$ cat src/rtl/bg_pattern_pkg.sv
// Shared types and constants for the background/test-pattern stage.
package bg_pattern_pkg;

    typedef enum logic [1:0] {
        MODE_SOLID   = 2'd0,
        MODE_BORDER  = 2'd1,
        MODE_CHECKER = 2'd2,
        MODE_BARS    = 2'd3
    } bg_mode_e;

    localparam logic [11:0] BLANK_COLOR = 12'h333;

    // Element 0 is the rightmost entry: white on the left edge of the screen.
    localparam logic [7:0][11:0] BAR_PALETTE = {
        12'h000, 12'h00f, 12'hf00, 12'hf0f,
        12'h0f0, 12'h0ff, 12'hff0, 12'hfff
    };

endpackage

$ cat src/rtl/vga_delay_line.sv
// Generic WIDTH x STAGES register pipe used to keep VGA fields aligned.
module vga_delay_line #(
    parameter int WIDTH  = 38,
    parameter int STAGES = 1
) (
    input  logic             pclk,
    input  logic             rst_n,
    input  logic [WIDTH-1:0] din,
    output logic [WIDTH-1:0] dout
);

    logic [WIDTH-1:0] r_pipe [STAGES];

    always_ff @(posedge pclk or negedge rst_n) begin
        if (!rst_n) begin
            for (int i = 0; i < STAGES; i++) begin
                r_pipe[i] <= '0;
            end
        end else begin
            r_pipe[0] <= din;
            for (int i = 1; i < STAGES; i++) begin
                r_pipe[i] <= r_pipe[i-1];
            end
        end
    end

    assign dout = r_pipe[STAGES-1];

endmodule

$ cat src/rtl/bg_pattern_gen.sv
// Background/test-pattern stage with frame-synchronous mode switching.
// Optional feature: define BG_SCROLL_EN to scroll the checker 1 px per frame.
import bg_pattern_pkg::*;

module bg_pattern_gen #(
    parameter int H_ACTIVE    = 1024,
    parameter int V_ACTIVE    = 768,
    parameter int BORDER_W    = 1,
    parameter int CELL_LOG2   = 5,
    parameter int BAR_LOG2    = 7,
    parameter int PIPE_STAGES = 1
) (
    input  logic        pclk,
    input  logic        rst_n,
    input  logic [10:0] hcount_in,
    input  logic [10:0] vcount_in,
    input  logic        hsync_in,
    input  logic        vsync_in,
    input  logic        hblnk_in,
    input  logic        vblnk_in,
    input  logic [1:0]  mode_in,
    input  logic        mode_req,
    output logic        mode_ack,
    input  logic [11:0] fg_color,
    input  logic [11:0] bg_color,
    output logic [10:0] hcount_out,
    output logic [10:0] vcount_out,
    output logic        hsync_out,
    output logic        vsync_out,
    output logic        hblnk_out,
    output logic        vblnk_out,
    output logic [11:0] rgb_out,
    output logic [7:0]  frame_cnt
);

    localparam logic [10:0] C_BW   = 11'(BORDER_W);
    localparam logic [10:0] C_H_HI = 11'(H_ACTIVE - BORDER_W);
    localparam logic [10:0] C_V_HI = 11'(V_ACTIVE - BORDER_W);
    localparam int          DL_W   = 38;

    logic        r_vs_prev;
    bg_mode_e    r_mode;
    bg_mode_e    r_pend_mode;
    logic        r_pend_vld;
    logic        r_mode_ack;
    logic [7:0]  r_frame_cnt;

    logic        w_boundary;
    logic        w_take;
    bg_mode_e    w_mode_next;
    logic [10:0] w_hx;
    logic        w_border;
    logic        w_checker;
    logic [10:0] w_bar_full;
    logic [2:0]  w_bar_idx;
    logic [11:0] w_rgb;
    logic [DL_W-1:0] w_pipe_in;
    logic [DL_W-1:0] w_pipe_out;

    assign w_boundary = vsync_in & ~r_vs_prev;

    // w_mode_next also colours the boundary pixel itself, so no frame is torn.
    always_comb begin
        w_take      = 1'b0;
        w_mode_next = r_mode;
        if (w_boundary) begin
            if (mode_req) begin
                w_take      = 1'b1;
                w_mode_next = bg_mode_e'(mode_in);
            end else if (r_pend_vld) begin
                w_take      = 1'b1;
                w_mode_next = r_pend_mode;
            end
        end
    end

    always_ff @(posedge pclk or negedge rst_n) begin
        if (!rst_n) begin
            r_vs_prev   <= 1'b1;
            r_mode      <= MODE_BORDER;
            r_pend_mode <= MODE_SOLID;
            r_pend_vld  <= 1'b0;
            r_mode_ack  <= 1'b0;
            r_frame_cnt <= 8'd0;
        end else begin
            r_vs_prev  <= vsync_in;
            r_mode     <= w_mode_next;
            r_mode_ack <= w_take;
            if (w_boundary) begin
                r_frame_cnt <= r_frame_cnt + 8'd1;
                r_pend_vld  <= 1'b0;
            end else if (mode_req) begin
                r_pend_mode <= bg_mode_e'(mode_in);
                r_pend_vld  <= 1'b1;
            end
        end
    end

`ifdef BG_SCROLL_EN
    assign w_hx = hcount_in + {3'b000, r_frame_cnt};
`else
    assign w_hx = hcount_in;
`endif

    always_comb begin
        w_border   = (vcount_in < C_BW) || (vcount_in >= C_V_HI) ||
                     (hcount_in < C_BW) || (hcount_in >= C_H_HI);
        w_checker  = ((((w_hx >> CELL_LOG2) ^ (vcount_in >> CELL_LOG2)) & 11'd1) != 11'd0);
        w_bar_full = hcount_in >> BAR_LOG2;
        w_bar_idx  = (w_bar_full > 11'd7) ? 3'd7 : w_bar_full[2:0];
        w_rgb      = bg_color;
        if (hblnk_in || vblnk_in) begin
            w_rgb = BLANK_COLOR;
        end else begin
            case (w_mode_next)
                MODE_SOLID:   w_rgb = bg_color;
                MODE_BORDER:  w_rgb = w_border  ? fg_color : bg_color;
                MODE_CHECKER: w_rgb = w_checker ? fg_color : bg_color;
                MODE_BARS:    w_rgb = BAR_PALETTE[w_bar_idx];
            endcase
        end
    end

    assign w_pipe_in = {hcount_in, vcount_in, hsync_in, vsync_in, hblnk_in, vblnk_in, w_rgb};

    vga_delay_line #(
        .WIDTH  (DL_W),
        .STAGES (PIPE_STAGES)
    ) u_delay (
        .pclk  (pclk),
        .rst_n (rst_n),
        .din   (w_pipe_in),
        .dout  (w_pipe_out)
    );

    assign {hcount_out, vcount_out, hsync_out, vsync_out, hblnk_out, vblnk_out, rgb_out} = w_pipe_out;
    assign mode_ack  = r_mode_ack;
    assign frame_cnt = r_frame_cnt;

endmodule

$ cat config.mk
export PLATFORM = sky130hd
export DESIGN_NAME = bg_pattern_gen
export DESIGN_NICKNAME = d
export VERILOG_FILES = /design/src/rtl/bg_pattern_pkg.sv /design/src/rtl/vga_delay_line.sv /design/src/rtl/bg_pattern_gen.sv
export SDC_FILE = /design/constraint.sdc
export NUM_CORES = 1
export LEC_CHECK = 0
export ABC_CLOCK_PERIOD_IN_PS = 2000
export CAP_MARGIN = 20
export CORE_MARGIN = 1
export CORE_UTILIZATION = 42
export DETAILED_ROUTE_END_ITERATION = 7
export GPL_ROUTABILITY_DRIVEN = 0
export PLACE_DENSITY = 0.92
export SYNTH_ARGS = -nofsm -noshare
export SYNTH_HDL_FRONTEND = slang
export SYNTH_SLANG_ARGS = --single-unit
$ cat constraint.sdc
create_clock -name pclk -period 2 [get_ports pclk]
set_input_delay 0.4 -clock pclk [delete_from_list [all_inputs] [get_ports pclk]]
set_output_delay 0.4 -clock pclk [all_outputs]
set_load 0.02 [all_outputs]
# Word-level counts from Yosys, hierarchy flattened
# Memory sizes are Yosys's and may differ from the RTL's.
# Cells that the tools add are included.
dict set report op_classes {
  addsub 1
  n_mul 0
  div 0
  magnitude_cmp 6
  eq_ne 3
  n_shift 0
  n_mux 14
  n_bitwise 4
  n_reduce_logical 7
}
# cell n
set ops {}
lappend ops {{two-way mux 12 bit} 4}
lappend ops {{one-hot mux 12 bit (4 select lines)} 1}
lappend ops {{greater-or-equal comparator 11 x 10 -> 1 bit (second input constant)} 2}
lappend ops {{< comparator 11 x 1 -> 1 bit (second input constant)} 2}
lappend ops {{adder 8 x 1 -> 8 bit (second input constant)} 1}
lappend ops {{two-way mux 2 bit} 3}
lappend ops {{two-way mux 1 bit} 5}
lappend ops {{== test 2 bit (second input constant)} 2}
lappend ops {{greater-than comparator 4 x 3 -> 1 bit (second input constant)} 1}
lappend ops {{logical OR 1 bit} 4}
lappend ops {{< comparator 3 x 4 -> 1 bit (second input constant)} 1}
lappend ops {{two-way mux 3 bit} 1}
lappend ops {{== test 2 x 1 -> 1 bit (second input constant)} 1}
lappend ops {{logical NOT 2 bit} 1}
lappend ops {{NOT 1 bit} 2}
lappend ops {{AND reduction 2 bit} 1}
lappend ops {{nonzero test 2 bit} 1}
lappend ops {{AND 1 bit} 1}
lappend ops {{bitwise XOR 1 bit} 1}
dict set report totals {
  ff_bits 53
  latch_bits 0
  ramBits 0
  mem_bits_ro 96
  inputBits 55
  out_inout_bits 47
  word_cells 43
  memories 1
}
# memory depth word_bits rd rd_clocked_by_memory_dff wr line
set mem_list {}
lappend mem_list {{(name not given)} 8 12 1 0 0 bg_pattern_gen.sv:119} ;# MODE_BARS: w_rgb = BAR_PALETTE[w_bar_idx];

# Longest topological paths before layout
# Gate-level depths: netlist (run 1).
dict set report logic_depth {
  depth_word 7
  ltp_mapped 8
  mapped_depth_nobuf 6
}

# Cells and area by module
# A second synthesis (run 1) with hierarchy kept.
dict set report unflattened {
  hier_cells 188
  area_unflattened_um2 2304.7
}
# module n_inst cells_each area_each_um2 seq_area_each_um2
set by_module_without_submodules {}
lappend by_module_without_submodules {bg_pattern_gen 1 150 1353.8 377.9}
lappend by_module_without_submodules {vga_delay_line 1 38 950.9 950.9}

# Worst setup path after synthesis (run 1)
# No wires, ideal clock.
dict set report synth_path {
  kind {input to register}
  from {in vcount_in[6]}
  to {reg u_delay.r_pipe (netlist bit u_delay.dout[10])}
  setup_ps 82
  t_arrival_ps 1837
  t_required_ps 1918
  slack_ps 81
  path_stages 6
  path_buffers 1
  path_cell_list {or4_1 nor4_2 a2111oi_4 buf_6 nand4b_1 a31oi_1}
}
dict set report synth_via {
  elab_chain_len 7
  elab_cells_between_ends 8
  cone_classes {order compare (2); mux (3); reduce/logical (3)}
}
# element line
set synth_rtl {}
lappend synth_rtl {{from (decl)} bg_pattern_gen.sv:16} ;# input logic [10:0] vcount_in,
lappend synth_rtl {{< comparator 11 x 1 -> 1 bit / greater-or-equal comparator 11 x 10 -> 1 bit (equally long branches)} bg_pattern_gen.sv:106} ;# w_border = (vcount_in < C_BW) || (vcount_in >= C_V_HI) ||
lappend synth_rtl {{logical OR 1 bit (*) (2 in series)} bg_pattern_gen.sv:106}
lappend synth_rtl {{logical OR 1 bit (*)} bg_pattern_gen.sv:107} ;# (hcount_in < C_BW) || (hcount_in >= C_H_HI);
lappend synth_rtl {{two-way mux 12 bit (*)} bg_pattern_gen.sv:117} ;# MODE_BORDER: w_rgb = w_border ? fg_color : bg_color;
lappend synth_rtl {{one-hot mux 12 bit (4 select lines) (*)} bg_pattern_gen.sv:115} ;# case (w_mode_next)
lappend synth_rtl {{two-way mux 12 bit (*)} bg_pattern_gen.sv:112} ;# if (hblnk_in || vblnk_in) begin
lappend synth_rtl {{net u_delay.din[10]} vga_delay_line.sv:8} ;# input logic [WIDTH-1:0] din,
lappend synth_rtl {{to (signal, indexed assignment)} vga_delay_line.sv:22} ;# r_pipe[i] <= r_pipe[i-1];
lappend synth_rtl {{to (decl)} vga_delay_line.sv:12} ;# logic [WIDTH-1:0] r_pipe [STAGES];
# The timed path passes the listed nets; every way through them passes the cells marked *.
# A chain may end at the register's enable or synchronous reset.

# Worst setup path after layout (run 1)
dict set report layout_path {
  from {in mode_req}
  to {reg u_delay.r_pipe (netlist bit u_delay.dout[10])}
}
dict set report layout_via {
  elab_chain_len 5
  elab_cells_between_ends 8
  cone_classes {eq/ne (3); mux (4); reduce/logical (1)}
}
# element line
set layout_rtl {}
lappend layout_rtl {{from (decl)} bg_pattern_gen.sv:22} ;# input logic mode_req,
lappend layout_rtl {{two-way mux 2 bit (*)} bg_pattern_gen.sv:67} ;# if (mode_req) begin
lappend layout_rtl {{two-way mux 2 bit (*)} bg_pattern_gen.sv:66} ;# if (w_boundary) begin
lappend layout_rtl {{== test 2 bit, or another cell as far along} bg_pattern_gen.sv:115}
lappend layout_rtl {{one-hot mux 12 bit (4 select lines) (*)} bg_pattern_gen.sv:115}
lappend layout_rtl {{two-way mux 12 bit (*)} bg_pattern_gen.sv:112}
lappend layout_rtl {{net u_delay.din[10]} vga_delay_line.sv:8}
# Marked as above.

==> impl_metrics.csv, run 1 <==
group,metric,value,unit
synthesis,yosys.area.top_type,"dfrtp_1",
die,core,0.00520,sq mm
cells_and_area,drive_above_1_share,0.260,
clocking,ctsHoldBuffers,0,
timing,finalSetupTns,0,ns
synthesis,seq_area_frac_synth,0.571,
timing,fin_crit,1.97,ns
clocking,insertion_delay,0.30,ns
clocking,cts.clk_slew.worst_paths,0.11,ns
timing,finalCritPeriodShare,0.983,
clocking,cts_tree,"done",
pwr,totalPowerFinal,3.00,mW
pwr,leakage,1.61,nW
synthesis,yosys-top-cells-area,"dfrtp_1 55%, mux2i_1 5.2%, mux2_2 3.9%, o31ai_1 3.9%, nand4_1 2.7%",
grt,grt_use_total,0.237,
route,drc,0,
clocking,h-tree-depth,2,
cells_and_area,fin_nets,378,
clocking,numCtsBuffers,5,
grt,grt_max_degree,33,
route,via_count,2152,
clocking,cts_root_buf,"clkbuf_8",
synthesis,synth_commonest_cells,"51 x dfrtp_1, 12 x mux2i_1, 12 x o31ai_1, 10 x nand4_1",
die,die_area,0.00584,sq mm
critical_path,startpoint_type,"input port",
timing,hold_violations,0,
critical_path,required,2.17,ns
critical_path,crit_type,"input port to register",
clocking,cts.sinks,53,
cells_and_area,num_antenna_cells,0,
critical_path,arrival,2.14,ns
grt,grt_pass1_wl,10.7,mm
place,port_buffers,101,
timing,fin_worst_skew,0.00373,ns
route,antenna_left,0,
die,die-width,76.4,um
synthesis,ys.flop_type,"dfrtp_1",
critical_path,cp-end-kind,"register",
cells_and_area,utilization,0.754,
cells_and_area,multi_input_area,0.00105,sq mm
grt,overflow,0,
route,drtIter0Drc,167,
grt,grt_antenna_before_repair,0,
cells_and_area,fillCellCount,368,
route,wirelength,6.65,mm
critical_path,critPathMaxFanout,19,
synthesis,syn_inst,186,
die,pin_count,102,
timing,slew_headroom,0.648,
hold_path,min_path_type,"input port to async pin",
pwr,ir_drop,0.576,mV
synthesis,synth.avg_cell_area,12.5,sq um
timing,drv_slew,0,
synthesis,synth_nets,242,
grt,grt_pass1_vias,2242,
synthesis,ys_ff_latch,53,
synthesis,synth_warnings,0,
place,hpwlAfterDp,4.68,mm
route,post_drt_wl_per_cell,16.9,um
route,via_per_inst,5.48,
pwr,power_density,765,mW/mm^2
synthesis,synth_top_area_frac,0.549,
critical_path,slowest_delay,0.50,ns
die,die_h,76.4,um
critical_path,cp_slowest_cell,"clkdlybuf4s50_1",
synthesis,synth-edff-count,0,
synthesis,ys_types,40,
timing,setup_viol,0,
critical_path,worstPathCellList,"clkdlybuf4s50_1 > buf_4 > nor2_2 > o21ba_2 > or2_4 > buf_12 > o31ai_2 > a31oi_1",
die,start_util,0.447,
synthesis,yosysMostFrequentCell,"dfrtp_1",
job,cap_violations,0,
clocking,cts_buffer_depth,2,
synthesis,synth.cell_area,0.00233,sq mm
route,drtPass1Iterations,4,
timing,worst_pin_slew,0.528,ns
status,outcome,"finished clean",
cells_and_area,regArea,0.00133,sq mm
die,core.rowCount,26,
timing,fmax,508,MHz
cells_and_area,syn2layout_area_growth,68.7,%
synthesis,async_flop_share,1.00,
metrics by stage:
stage | instances | area (sq um) | setup slack [ns] | hold WS, ns
4_1_cts | 391 | 3830 | 0.00853 | 0.101
3_3_place_gp | 380 | 3640 | -0.651 | 0.419
2_1_floorplan | 186 | 2330 | 0.0811 | 0.104
3_5_place_dp | 380 | 3640 | -0.806 | 0.428
5_1_grt | 393 | 3930 | -0.00259 | 0.113
6_report | 393 | 3930 | 0.0331 | 0.0879
worst max-delay path: cells and delay by family:
family / cells / cell delay, ns
simple gates: 2 / 0.30
buf+inv: 3 / 0.80
compound gates: 3 / 0.63
power breakdown:
group	switching (mW)	leakage, nW	total (mW)	internal (mW)
Clock	0.360	0.0518	0.648	0.288
Sequential	0.0932	0.624	1.29	1.20
Combinational	0.507	0.931	1.07	0.559
layout make-up:
type                            count  share of cell area
Timing Repair Buffer              137               0.345
Sequential cell                    53               0.339
Multi-Input combinational cell    124               0.268
Tap cell                           70              0.0223
Clock buffer                        6              0.0210
Clock inverter                      2             0.00446
Inverter                            1            0.000956
cell families (layout without fill, tap and decap cells):
kind of cell	Yosys count	in the layout	share of synthesized area
AO/OA/AOI/OAI	37	37	0.130
multiplexers	20	20	0.0904
buffers and inverters	9	146	0.0237
adder cells (fa/ha/maj)	1	1	0.00538
flip-flops	53	53	0.571
XOR/XNOR	8	8	0.0301
AND/OR/NAND/NOR	58	58	0.150
layout by cell type, fill, tap and decap left out, drive strengths merged, types with 2 or more instances in the layout:
cell,count
clkdlybuf4s50,77
dfrtp,51
buf,35
dlygate4sd2,16
mux2i,12
o31ai,12
nand4,10
nand2,9
a31oi,9
clkbuf,9
mux2,8
nor2,8
nand4b,6
o221ai,6
xnor2,6
or2,5
clkdlybuf4s15,4
o311ai,3
nand3,3
nor4,3
nor2b,2
xor2,2
or4,2
and3,2
dlymetal6s2s,2
dfstp,2
nor3b,2
nand2b,2
o21bai,2
inv,2
nor3,2
sequential cells by signal (all words and copies together), names as in the netlist:
register and flops:
r_vs_prev 1, r_pend_vld 1, frame_cnt 8, r_mode 2, mode_ack 1, r_pend_mode 2
u_delay.dout 38
timing repair:
| action | in CTS | in global routing |
|---|---|---|
| endpoints found under the hold margin | 0 | 0 |
| endpoints found under the setup margin | 12 | 12 |
| gates cloned | 1 | 1 |
| resized for setup | 34 | 20 |
| pin swaps | 10 | 9 |
| setup buffers | 2 | 1 |
path summary, 6_finish.rpt:
check / start / slack (ns) / endpoint / cells after the start
setup / recovery: mode_req / 0.03 / u_delay.dout[10]$_DFF_PN0_ / 8
hold / removal: rst_n / 0.09 / u_delay.dout[25]$_DFF_PN0_ / 2
setup reg to reg: r_vs_prev$_DFF_PN1_ / 0.24 / u_delay.dout[10]$_DFF_PN0_ / 7
hold reg to reg: frame_cnt[7]$_DFFE_PN0P_ / 0.49 / frame_cnt[7]$_DFFE_PN0P_ / 1
min in group pclk: vcount_in[7] / 0.23 / u_delay.dout[23]$_DFF_PN0_ / 1
max in group asynchronous: rst_n / 1.61 / r_vs_prev$_DFF_PN1_ / 2
routing by layer:
metal  part of all wire  vias to the layer above  GRT usage
met4              0.025                        0     0.0885
li1                   -                      987          -
met3              0.049                       15     0.0539
met1               0.40                     1064      0.277
met2               0.53                       86      0.421
met5                  0                        -          0
Note: power is estimated with default switching activity, not from simulation.
==> inputs of run 2 (changes only) <==
- GPL_ROUTABILITY_DRIVEN: 0 -> 1
==> results of run 2 <==
The final DEF is identical to that of run 1; final timing and power are the same.
==> inputs of run 3 (changes only) <==
- ABC_CLOCK_PERIOD_IN_PS: 2000 -> 2009
- clock period: 2 -> 2.01 ns (I/O delays scaled with it)
==> run 3 against run 2 <==
Net effect: final cell count rose by 1.5%; register-to-register slack worse by 0.04 ns; sequential share of layout area decreased by 0.69 points; setup slack lost 0.0088 ns; sequential power hardly changed; flip-flop and latch count unchanged.
==> impl_metrics.csv, run 3 (synthesis results as in run 1) <==
group,metric,value,unit
clocking,insertion_delay,0.31,ns
cells_and_area,drive_above_1_share,0.286,
die,start_util,0.447,
cells_and_area,final_common_cell,"clkdlybuf4s50_1",
route,drtPass1Iterations,4,
critical_path,slowest_delay,0.50,ns
timing,worst_pin_slew,0.754,ns
pwr,ir_drop,0.547,mV
critical_path,path_delay_family,"simple AND/OR/NAND/NOR gates",
die,pin_count,102,
clocking,h-tree-depth,2,
route,drtIter0Drc,166,
critical_path,worstRegToRegCells,7,
clocking,numCtsBuffers,5,
critical_path,critPathMaxFanout,4,
timing,fmax,504,MHz
route,post_drt_wl_per_cell,18.7,um
clocking,cts_tree,"done",
clocking,cts_buffer_depth,2,
place,port_buffers,101,
critical_path,cp-end-kind,"register",
die,core,0.00520,sq mm
job,cap_violations,0,
grt,grt_max_degree,33,
critical_path,required,2.24,ns
die,die_h,76.4,um
timing,fin_ws,0.0244,ns
clocking,cts.clk_slew.worst_paths,0.10,ns
pwr,leakage,1.63,nW
timing,hold_violations,0,
critical_path,arrival,2.22,ns
critical_path,rr_startpoint,"r_pend_vld$_DFFE_PN0P_",
cells_and_area,fin_nets,384,
place,gp_congestion,0.799,
timing,drv_slew,0,
critical_path,startpoint_type,"input port",
cells_and_area,syn2layout_area_growth,72.2,%
critical_path,rr_endpoint,"u_delay.dout[10]$_DFF_PN0_",
timing,finalSetupTns,0,ns
critical_path,crit_type,"input port to register",
critical_path,worstPathCellList,"clkdlybuf4s15_1 > or4_4 > nor4_4 > a2111oi_4 > buf_4 > buf_6 > nand4b_1 > a31oi_1",
grt,grt_pass1_vias,2204,
place,dp_slack,-0.764,ns
clocking,cts_root_buf,"clkbuf_8",
critical_path,critPathBufInv,3,
hold_path,min_path_type,"input port to async pin",
cells_and_area,largest_register_ffs,38,
die,die_area,0.00584,sq mm
cells_and_area,num_antenna_cells,0,
timing,finalCritPeriodShare,0.988,
grt,grt_antenna_before_repair,0,
timing,fin_crit,1.99,ns
route,via_count,2204,
critical_path,cp_slowest_cell,"or4_4",
grt,overflow,0,
route,wirelength,7.46,mm
grt,grt_use_total,0.239,
place,hpwlAfterDp,4.84,mm
critical_path,rrSetupSlack,0.20,ns
clocking,ctsHoldBuffers,0,
grt,grt_pass1_wl,10.8,mm
clocking,cts.sinks,53,
timing,slew_headroom,0.495,
status,outcome,"finished clean",
timing,setup_viol,0,
route,drc,0,
timing,fin_worst_skew,0.00844,ns
die,core.rowCount,26,
cells_and_area,layout_common_cells,"77 x clkdlybuf4s50_1, 51 x dfrtp_1, 30 x buf_4",
pwr,power_density,753,mW/mm^2
die,die-width,76.4,um
route,via_per_inst,5.52,
route,antenna_left,0,
## run 3: cell types whose count changed in the layout (fill, tap and decap cells not counted), sizes merged
cell / change
clkinvlp: +1
clkdlybuf4s15: +3
inv: -1
clkbuf: +5
buf: +5
dlygate4sd2: -7
## run 3: layout make-up
type                       count  area, sq um
sequential                    53         1330
inverter                       1         3.75
fill                         351         1200
clock buffer                   6         72.6
clock inverter                 2         16.3
multi-input combinational    124         1080
timing repair buffer         143         1420
tap                           70         87.6
## run 3: timing repair
item                       CTS  global route
buffers inserted             2             4
gates resized for setup     32            39
setup endpoints to repair   12            12
pin swaps                   10            13
gates cloned                 2             2
## run 3: through the flow
step | power, mW | hold WS [ns] | util | cells | instance area, sq um
finish | 3.02 | 0.0390 | 0.770 | 399 | 4010
global route | 3.14 | 0.0644 | 0.770 | 399 | 4010
CTS | 2.90 | 0.0480 | 0.738 | 393 | 3840
detailed placement | 2.28 | 0.388 | 0.703 | 381 | 3660
global placement | 2.25 | 0.384 | 0.703 | 381 | 3660
floorplan | 1.73 | 0.106 | - | 186 | 2330
## run 3: power by group
group	switching, mW	internal [mW]	leakage [nW]
clock	0.372	0.249	0.0414
combinational	0.535	0.574	0.968
sequential	0.0937	1.19	0.624
total	1.00	2.01	1.63
## run 3: how the worst max path moves through the flow
stage	start	end	slack (ns)	cells after the start
floorplan	vcount_in[6]	u_delay.dout[10]$_DFF_PN0_	0.09	6
global placement	hcount_in[5]	u_delay.dout[4]$_DFF_PN0_	-0.65	6
global route	mode_req	u_delay.dout[11]$_DFF_PN0_	-0.04	8
finish	vcount_in[9]	u_delay.dout[10]$_DFF_PN0_	0.02	8
CTS	vsync_in	u_delay.dout[5]$_DFF_PN0_	0.005	6
detailed placement	hcount_in[10]	u_delay.dout[1]$_DFF_PN0_	-0.76	6
## run 3: layer usage
layer	GRT usage	vias to the layer above	share of wire
li1	-	1001	-
met1	0.272	1083	0.38
met2	0.432	101	0.54
met3	0.0623	19	0.058
met4	0.0788	0	0.026
met5	0	-	0
